**src/rtl/hilo_pkg.sv**
```systemverilog
// Shared types for the HI/LO register stage: op codes, FSM states and default width.
// Accumulate support is enabled by defining HILO_ACC_EN.
package hilo_pkg;

  localparam int HILO_W = 32;

  typedef enum logic [2:0] {
    OP_NOP     = 3'd0,
    OP_WR_PROD = 3'd1,
    OP_MTHI    = 3'd2,
    OP_MTLO    = 3'd3,
    OP_ACC_ADD = 3'd4,
    OP_ACC_SUB = 3'd5
  } hilo_op_e;

  typedef enum logic {
    ST_IDLE = 1'b0,
    ST_ACC  = 1'b1
  } hilo_state_e;

endpackage

```
**src/rtl/hilo_acc.sv**
```systemverilog
// Accumulate stage: latches the product and the add/sub flag, then produces {hi,lo} +/- product one cycle later.
// Latency: write strobe one cycle after start; busy for that cycle (no further start accepted).
module hilo_acc
  import hilo_pkg::*;
#(
  parameter int WIDTH = HILO_W
) (
  input  logic               clk,
  input  logic               rst_n,
  input  logic               start_i,
  input  logic               sub_i,
  input  logic [2*WIDTH-1:0] prod_i,
  input  logic [2*WIDTH-1:0] acc_i,
  output logic               busy_o,
  output logic               wr_o,
  output logic [2*WIDTH-1:0] res_o
);

  hilo_state_e        state_q, state_d;
  logic [2*WIDTH-1:0] prod_q, prod_d;
  logic               sub_q, sub_d;

  always_ff @(posedge clk or negedge rst_n) begin
    if (!rst_n) begin
      state_q <= ST_IDLE;
      prod_q  <= '0;
      sub_q   <= 1'b0;
    end else begin
      state_q <= state_d;
      prod_q  <= prod_d;
      sub_q   <= sub_d;
    end
  end

  always_comb begin
    state_d = state_q;
    prod_d  = prod_q;
    sub_d   = sub_q;
    busy_o  = 1'b0;
    wr_o    = 1'b0;
    case (state_q)
      ST_IDLE: begin
        if (start_i) begin
          state_d = ST_ACC;
          prod_d  = prod_i;
          sub_d   = sub_i;
        end
      end
      ST_ACC: begin
        busy_o  = 1'b1;
        wr_o    = 1'b1;
        state_d = ST_IDLE;
      end
      default: state_d = ST_IDLE;
    endcase
  end

  // {hi,lo} cannot change while in ACC, so acc_i is the pre-accumulate value here.
  assign res_o = sub_q ? (acc_i - prod_q) : (acc_i + prod_q);

endmodule

```
**src/rtl/hilo_unit.sv**
```systemverilog
// HI/LO register stage behind the multiplier: product capture, mthi/mtlo writes, bypassed mfhi/mflo reads.
// Optional madd/msub accumulate pipeline under HILO_ACC_EN (2-cycle occupancy, op_ready low while busy).
module hilo_unit
  import hilo_pkg::*;
#(
  parameter int WIDTH = HILO_W
) (
  input  logic             clk,
  input  logic             rst_n,
  input  logic             op_valid,
  output logic             op_ready,
  input  logic [2:0]       op,
  input  logic [WIDTH-1:0] prod_hi,
  input  logic [WIDTH-1:0] prod_lo,
  input  logic [WIDTH-1:0] rs_data,
  input  logic             rd_sel,
  output logic [WIDTH-1:0] rd_data,
  output logic [WIDTH-1:0] hi,
  output logic [WIDTH-1:0] lo,
  output logic             busy
);

  logic [WIDTH-1:0]   hi_q, hi_d, lo_q, lo_d;
  logic [WIDTH-1:0]   hi_wr_val, lo_wr_val;
  logic               wr_hi, wr_lo;
  logic               accept;
  logic               acc_wr;
  logic [2*WIDTH-1:0] acc_res;

  assign accept = op_valid & op_ready;

  always_comb begin
    wr_hi     = 1'b0;
    wr_lo     = 1'b0;
    hi_wr_val = prod_hi;
    lo_wr_val = prod_lo;
    if (accept) begin
      case (op)
        OP_WR_PROD: begin
          wr_hi = 1'b1;
          wr_lo = 1'b1;
        end
        OP_MTHI: begin
          wr_hi     = 1'b1;
          hi_wr_val = rs_data;
        end
        OP_MTLO: begin
          wr_lo     = 1'b1;
          lo_wr_val = rs_data;
        end
        default: ;
      endcase
    end
  end

`ifdef HILO_ACC_EN
  logic acc_start;

  assign acc_start = accept & ((op == OP_ACC_ADD) | (op == OP_ACC_SUB));

  hilo_acc #(.WIDTH(WIDTH)) u_acc (
    .clk     (clk),
    .rst_n   (rst_n),
    .start_i (acc_start),
    .sub_i   (op == OP_ACC_SUB),
    .prod_i  ({prod_hi, prod_lo}),
    .acc_i   ({hi_q, lo_q}),
    .busy_o  (busy),
    .wr_o    (acc_wr),
    .res_o   (acc_res)
  );

  assign op_ready = ~busy;
`else
  assign busy     = 1'b0;
  assign op_ready = 1'b1;
  assign acc_wr   = 1'b0;
  assign acc_res  = '0;
`endif

  // acc_wr only occurs while op_ready is low, so it never collides with a direct write.
  always_comb begin
    hi_d = hi_q;
    lo_d = lo_q;
    if (acc_wr) begin
      {hi_d, lo_d} = acc_res;
    end else begin
      if (wr_hi) hi_d = hi_wr_val;
      if (wr_lo) lo_d = lo_wr_val;
    end
  end

  always_ff @(posedge clk or negedge rst_n) begin
    if (!rst_n) begin
      hi_q <= '0;
      lo_q <= '0;
    end else begin
      hi_q <= hi_d;
      lo_q <= lo_d;
    end
  end

  assign rd_data = rd_sel ? (wr_hi ? hi_wr_val : hi_q)
                          : (wr_lo ? lo_wr_val : lo_q);
  assign hi      = hi_q;
  assign lo      = lo_q;

endmodule

```
**config.mk**
```make
export PLATFORM = sky130hd
export DESIGN_NAME = hilo_unit
export DESIGN_NICKNAME = d
export VERILOG_FILES = /design/src/rtl/hilo_pkg.sv /design/src/rtl/hilo_acc.sv /design/src/rtl/hilo_unit.sv
export SDC_FILE = /design/constraint.sdc
export NUM_CORES = 1
export LEC_CHECK = 0
export CAP_MARGIN = 20
export CORE_AREA = 2 2 106 108
export CTS_CLUSTER_SIZE = 30
export DETAILED_ROUTE_END_ITERATION = 8
export DIE_AREA = 0 0 108 110
export GPL_TIMING_DRIVEN = 0
export PLACE_DENSITY_LB_ADDON = 0.12
export RECOVER_POWER = 25
export SYNTH_ARGS = -nofsm -noshare
export SYNTH_HDL_FRONTEND = slang
export SYNTH_SLANG_ARGS = --single-unit
export TNS_END_PERCENT = 20
```
**constraint.sdc**
```tcl
create_clock -name clk -period 1.9 [get_ports clk]
set_input_delay 0.38 -clock clk [delete_from_list [all_inputs] [get_ports clk]]
set_output_delay 0.38 -clock clk [all_outputs]
set_load 0.02 [all_outputs]
```
## Word level (Yosys, flattened, before mapping)

Index checks and enable logic that the tools add are counted.

- Add/sub/neg operators: 0
- $mul: 0
- Divide/modulo/power cells: 0
- $lt $le $gt $ge: 0
- Equality and inequality tests: 3
- Shift-type cells: 0
- Muxes and demuxes: 11
- Bitwise gates (word level): 0
- Reduce and logical (&&, ||, !) cells: 2

Operators by type and width:

| cell | number |
|---|---|
| two-way mux 32 bit | 7 |
| equality test 3 x 2 -> 1 bit, second input constant | 2 |
| two-way mux 1 bit | 4 |
| OR reduction 2 bit | 2 |
| equality test 3 x 1 -> 1 bit, second input constant | 1 |

- Register bits after elaboration: 64
- Latch bits: 0
- RAM bits: 0
- Bits in read-only memories: 0
- Input bits: 103
- Output and inout bits: 98
- Word-level logic and storage cells: 18
- Memories: 0

## Longest topological paths before layout

Gate-level depths: netlist of the first run.

- Depth after elaboration: 6
- Mapped depth: 7
- Mapped depth without buffers: 4

## Worst setup path after synthesis of the first run

No wires, ideal clock.

- Path type: input to output
- Start point: in op[0]
- End point: out rd_data[22]
- Arrival: 1.575 ns
- Slack: -0.055 ns
- Stages on the path: 6
- Path buffers: 2
- Path through: buf_6 -> and3b_4 -> buf_2 -> and3_1 -> a221o_1 -> mux2_2

- Longest elaborated chain between the ends: 6
- Elaborated cells between the ends (all ways): 16
- Classes of those cells: eq/ne (3); mux (11); reduce/logical (2)

RTL lines:

| what | line | RTL |
|---|---|---|
| start: declaration | hilo_unit.sv:12 | `input logic [2:0] op,` |
| equality test 3 x 2 -> 1 bit or equality test 3 x 1 -> 1 bit (tied branches) | hilo_unit.sv:38 | `case (op)` |
| OR reduction 2 bit (no line) | n/a |  |
| two-way mux 1 bit | hilo_unit.sv:38 |  |
| two-way mux 1 bit | hilo_unit.sv:37 | `if (accept) begin` |
| two-way mux 32 bit | n/a |  |
| two-way mux 32 bit (*) | hilo_unit.sv:103 | `assign rd_data = rd_sel ? (wr_hi ? hi_wr_val : hi_q)` |
| end: declaration | hilo_unit.sv:17 | `output logic [WIDTH-1:0] rd_data,` |

Mark *: on every way between the ends. The rest lies on a longest branch, timed or not.

## Final worst setup path of the first run

- Start point: in op[2]
- End point: out rd_data[19]

Same word-level chain as after synthesis.

==> results.md, run 1 <==
- Outcome: complete, but fails checks
- Failing checks: capacitance limit, slew limit, setup timing
- Critical path class: in -> out
- DRT antenna net count: 0
- Worst min-delay path class: in -> reg
- Compound-gate portion of the synthesized area: 29.3%
- Largest net degree at the start of global routing: 65
- Top cell type's share of synthesized area: 42.0%
- Skew final: 0 ns
- Worst-margin pin slew: 1.70 ns
- VDD IR-drop max: 0.431 mV
- CP arrival: 1.88 ns
- Minimum clock period: 2.26 ns
- Peak Freq: 0.443 GHz
- Worst path required time: 1.52 ns
- CTS Root Cell: clkbuf_8
- Residual DRC: 0
- First-pass GRT wire length: 23200 um
- Die width: 108 um
- Initial antenna violation count: 0
- Clock slew at reported path FFs: 0.07 ns
- Mapped Area: 3810 um^2
- Post-synthesis simple-gate area fraction: 9.64%
- Routed Wire Length: 15600 um
- Final net count: 694
- Top Ports: 201
- Layout cells sized above 1: 31.5%
- Yosys warns: 0
- Core area: 10700 um^2
- Layout overhead on the synthesized area: 82.4%
- PnR Total Power: 6.09 mW
- Gr ovfl total: 0
- Vias: 4073
- Longest Clk Path Bufs: 2
- Setup violators final: 32
- Die H: 110 um
- Design Area, Final: 6960 um^2
- Initial DRC count: 159
- Starting density of the core: 35.7%
- Worst Setup End Kind: output pin
- Slew Limit Fails: 65
- Row cnt: 38
- Util after Layout: 65.0%
- Final setup margin: -0.358 ns
- Hold buffers post-CTS: 0
- XOR/XNOR Fraction of Synth Area: 0%
- Commonest cells after routing, fill and taps aside: 160 x clkdlybuf4s50_1, 64 x dfrtp_1, 47 x buf_6
- IO buf count: 195
- Net count after synthesis: 476
- Setup_tns: -9.71 ns
- Area contributors post-synth: dfrtp_1 42%, mux2_2 9.4%, o221a_2 9.4%
- Detailed-router iteration count before antenna repair: 4
- Hold WS: 0.358 ns
- Mux cell area share after synthesis: 9.71%
- Worst slack, placed: -1.24 ns
- Clk_lat worst skew: 0.35 ns
- Die Footprint: 11900 um^2
- Syn avg cell area: 10.2 um^2
- H-tree levels: 3
- Post-Syn Instances: 373
- Adder-cell share of the synthesized area: 0%
- P per Cell Area: 875 nW/um^2
- Commonest non-fill, non-tap cell in the layout: clkdlybuf4s50_1
- Synth Register Bits: 64
- RSZ-0062 raised after global routing: true
- DR WL/cell: 21.2 um
- CTS Buf Count: 9
- Largest family of logic cells by synthesized area: compound AO/OA/AOI/OAI gates
- CTS tree: done
- # Max-Cap Violations: 1
- Final hold violation count: 0
- Placed Area: 6220 um^2
- Yosys top cell by area: dfrtp_1
- Detail Placement HPWL: 10500 um
- Vias per cell: 5.55
- Vias in the first global route: 4252
- Slew headroom: -13.5%
- Tot GR Track Use: 25.8%
- Register area share after synthesis: 42.0%
- CP Max Fanout: 5
- Post-Place Cells: 708
- # diodes: 0
- Yosys cell types: 22
- Critical Path Start Type: input port
- Final std cells w/o fill: 734
- Period utilization: 119%
- Leak pwr: 3.16 nW
- Routability cong.: 0.760
- Clock Sinks: 64
==> cell type report <==
cell class,instances,area (um^2)
tap,140,175
buffer,42,354
inverter,32,120
fill,870,3740
timing repair buffer,209,2150
sequential,64,1600
clock buffer,14,173
multi-input combinational,233,2390
==> synthesized netlist by cell type <==
cell type	count
a21o_1	32
a21oi_1	1
a221o_1	31
a31oi_1	32
and3_1	31
and3b_1	1
and3b_4	1
buf_1	3
buf_2	11
buf_4	4
buf_6	5
clkbuf_1	21
conb_1	2
dfrtp_1	64
inv_1	32
mux2_2	32
mux2i_1	1
nand2_1	2
nand3b_1	1
nor2_1	33
nor2b_4	1
o221a_2	32
==> worst max-delay path, stage by stage <==
cell and delay [ns]:
buf_6 0.10, nor2b_4 0.11, buf_6 0.11, nand3b_1 0.16, buf_6 0.18, clkbuf_16 0.15, o221a_4 0.28, mux2_4 0.26
buf_6 0.13
==> timing repair <==
| item | in CTS | in global routing |
|---|---|---|
| buffers inserted | 11 | 0 |
| setup endpoints to repair | 32 | 32 |
| gates resized for setup | 212 | 69 |
| cloned | 2 | 2 |
| pin swaps | 7 | 4 |
==> report_power, final <==
part	total (mW)	internal [mW]	switching [mW]
clock	1.12	0.569	0.551
combinational	3.12	1.73	1.39
sequential	1.85	1.64	0.209
total	6.09	3.94	2.15
==> per-layer routing <==
metal | vias up | wire (um) | global-route usage (%)
met4 | 0 | 280 | 9.16
met2 | 167 | 7520 | 42.5
met3 | 22 | 1350 | 7.70
met5 | - | 0 | 0
met1 | 2031 | 6420 | 32.4
li1 | 1853 | - | -
==> state kept, by name, summed over array words and instances (netlist names) <==
name  cells
lo       32
hi       32
==> final timing paths <==
kind	startpoint	end	slack (ns)	depth (start not counted)
min reg2reg	lo[5]	lo[5]	0.55	1
max	op[2]	rd_data[19]	-0.36	9
max in group asynchronous	rst_n	hi[20]	0.42	1
min in group asynchronous	rst_n	lo[5]	0.46	1
min	op[0]	hi[30]	0.36	2
max reg2reg	lo[15]	lo[15]	0.91	2
==> cell families (layout without fill, tap and decap cells) <==
kind of cell | count (synthesis) | after routing
compound gates | 128 | 128
buf+inv | 76 | 297
simple gates | 70 | 70
flops | 64 | 64
mux | 33 | 33
other cells | 2 | 2
No activity file was read; power rests on OpenSTA's default activity.
==> inputs of run 2 (changes only) <==
--- a/config.mk
+++ b/config.mk
@@ -6,10 +6,12 @@
 export NUM_CORES = 1
 export LEC_CHECK = 0
 export CAP_MARGIN = 20
-export CORE_AREA = 2 2 106 108
+export CELL_PAD_IN_SITES_DETAIL_PLACEMENT = 1
+export CELL_PAD_IN_SITES_GLOBAL_PLACEMENT = 1
+export CORE_AREA = 2 2 125 127
 export CTS_CLUSTER_SIZE = 30
 export DETAILED_ROUTE_END_ITERATION = 8
-export DIE_AREA = 0 0 108 110
+export DIE_AREA = 0 0 127 129
 export GPL_TIMING_DRIVEN = 0
 export PLACE_DENSITY_LB_ADDON = 0.12
 export RECOVER_POWER = 25
==> run 2 against run 1 <==
Net effect: the flow finishes with violations (setup timing); critical endpoint is now rd_data[11]; utilization fell by 17 points; critical path depth stayed put; setup slack lost 0.010 ns; final cell count increased by 7.2%.
==> results.md, run 2 (same netlist as run 1, synthesis figures left out) <==
- Outcome: complete, but fails checks
- Failing checks: setup timing
- NetSw: 2.30 mW
- Commonest non-fill, non-tap cell in the layout: clkdlybuf4s50_1
- Worst path required time: 1.52 ns
- Int Power: 4.46 mW
- Slew Limit Fails: 0
- Peak Freq: 0.441 GHz
- Die Footprint: 16400 um^2
- H-tree levels: 3
- Residual DRC: 0
- Worst min-delay path class: in -> async
- Clock power frac: 25.8%
- Hold WS: 0.373 ns
- Top Ports: 201
- Commonest cells after routing, fill and taps aside: 160 x clkdlybuf4s50_1, 64 x dfrtp_1, 48 x buf_6
- Largest net degree at the start of global routing: 63
- Period utilization: 119%
- CTS Root Cell: clkbuf_16
- # diodes: 0
- # Max-Cap Violations: 0
- Sw Share: 34.0%
- Worst slack, placed: -1.34 ns
- Detail Placement HPWL: 12200 um
- Comb pwr share: 46.8%
- Layout fillers: 1610
- Critical Path Most Common Cell: buf_6
- RSZ-0062 raised after global routing: true
- Worst Setup End Kind: output pin
- Largest stage delay, worst path: 0.27 ns
- Setup violators final: 32
- CP arrival: 1.89 ns
- Die width: 127 um
- Final net count: 697
- Slew headroom: 35.7%
- CP Max Fanout: 5
- VDD IR-drop max: 0.429 mV
- Die H: 129 um
- Critical-path cell list: buf_8 -> nor2b_4 -> buf_6 -> nand3b_1 -> buf_6 -> clkbuf_16 -> o221a_4 -> mux2_4 -> buf_6
- CTS tree: done
- Minimum clock period: 2.27 ns
- Worst-margin pin slew: 0.965 ns
- Starting density of the core: 25.5%
- Final setup margin: -0.368 ns
- P per Cell Area: 933 nW/um^2
- Crit path max-delay cell type: mux2_4
- Critical path class: in -> out
- Gr ovfl total: 0
- Vias per cell: 5.15
- Seq pwr share: 27.4%
- Longest Clk Path Bufs: 2
- Initial DRC count: 153
- Clock Sinks: 64
- Initial antenna violation count: 0
- Detailed-router iteration count before antenna repair: 4
- Routability cong.: 0.759
- Row cnt: 45
- Final hold violation count: 0
- Layout cells sized above 1: 32.2%
- IO buf count: 195
- DR WL/cell: 22.6 um
- Vias: 4055
- Clock slew at reported path FFs: 0.06 ns
- PnR Total Power: 6.76 mW
- Critical Path Start Type: input port
- Vias in the first global route: 4592
- Leak pwr: 3.26 nW
- DRT antenna net count: 0
- First-pass GRT wire length: 27500 um
- Core area: 15000 um^2
- Skew final: 0 ns
- Clk_lat worst skew: 0.34 ns
- Routed Wire Length: 17800 um
- CTS Buf Count: 9
- Tot GR Track Use: 22.1%
- Layout overhead on the synthesized area: 89.8%
run 2: cell count changes in the layout (fill, tap and decap cells not counted), sizes merged:
cell / before / now
buf: 71 / 69
clkinv: 0 / 2
clkinvlp: 0 / 2
bufinv: 0 / 1
clkbuf: 34 / 35
dlygate4sd3: 0 / 1
run 2: final timing paths:
kind | start | endpoint | slack, ns | cells past startpoint
max | op[2] | rd_data[11] | -0.37 | 9
min | rst_n | lo[27] | 0.37 | 2
max reg2reg | hi[11] | hi[11] | 0.85 | 4
min reg2reg | lo[14] | lo[14] | 0.54 | 1
max in group asynchronous | rst_n | hi[17] | 0.33 | 3
min in group clk | op[0] | hi[31] | 0.38 | 2
run 2: metrics by stage:
stage | cell area, um^2 | std cells | setup TNS (ns) | util (%)
after global routing | 7240 | 787 | -12.52 | 48.4
final | 7240 | 787 | -10.89 | 48.4
after floorplan | 4100 | 373 | -0.348 | -
after CTS | 7220 | 787 | -9.90 | 48.2
after global placement | 6290 | 756 | -185.32 | 42.0
after detailed placement | 6310 | 757 | -49.16 | 42.1
run 2: power by group through the flow:
stage	registers, mW	logic, mW	clock network [mW]
2_1_floorplan	2.18	1.16	0
4_1_cts	1.85	3.17	1.79
3_3_place_gp	1.85	2.83	0
5_1_grt	1.89	3.34	1.83
6_report	1.85	3.16	1.74
3_5_place_dp	1.86	2.87	0
run 2: cell type report:
type | instances | area (um^2) | share of cell area (%)
Inverter | 32 | 120 | 1.66
Buffer | 44 | 404 | 5.58
Tap cell | 188 | 235 | 3.25
Multi-Input combinational cell | 233 | 2400 | 33.2
Clock inverter | 5 | 55.1 | 0.760
Clock buffer | 11 | 253 | 3.49
Timing Repair Buffer | 210 | 2170 | 29.9
Sequential cell | 64 | 1600 | 22.1
run 2: routing by layer:
metal / vias up / part of all wire [%] / global-route usage [%]
met3: 16 / 7.2 / 6.24
met1: 2029 / 42 / 27.6
met5: - / 0 / 0
met4: 0 / 1.3 / 5.75
met2: 151 / 49 / 37.9
li1: 1859 / - / -
run 2: worst max-delay path: cells and delay by family:
| family | cells | cell delay [ns] |
|---|---|---|
| AND/OR/NAND/NOR | 2 | 0.29 |
| AO/OA/AOI/OAI | 1 | 0.26 |
| buffers and inverters | 5 | 0.69 |
| multiplexers | 1 | 0.27 |
run 2: what timing repair did:
| action | 4_1_cts | 5_1_grt |
|---|---|---|
| setup buffers | 9 | 0 |
| resized for setup | 281 | 12 |
| setup endpoints to repair | 32 | 32 |
| hold buffers | 1 | 0 |
| cloned | 4 | 0 |
| endpoints found under the hold margin | 2 | 0 |
| pin swaps | 6 | 3 |
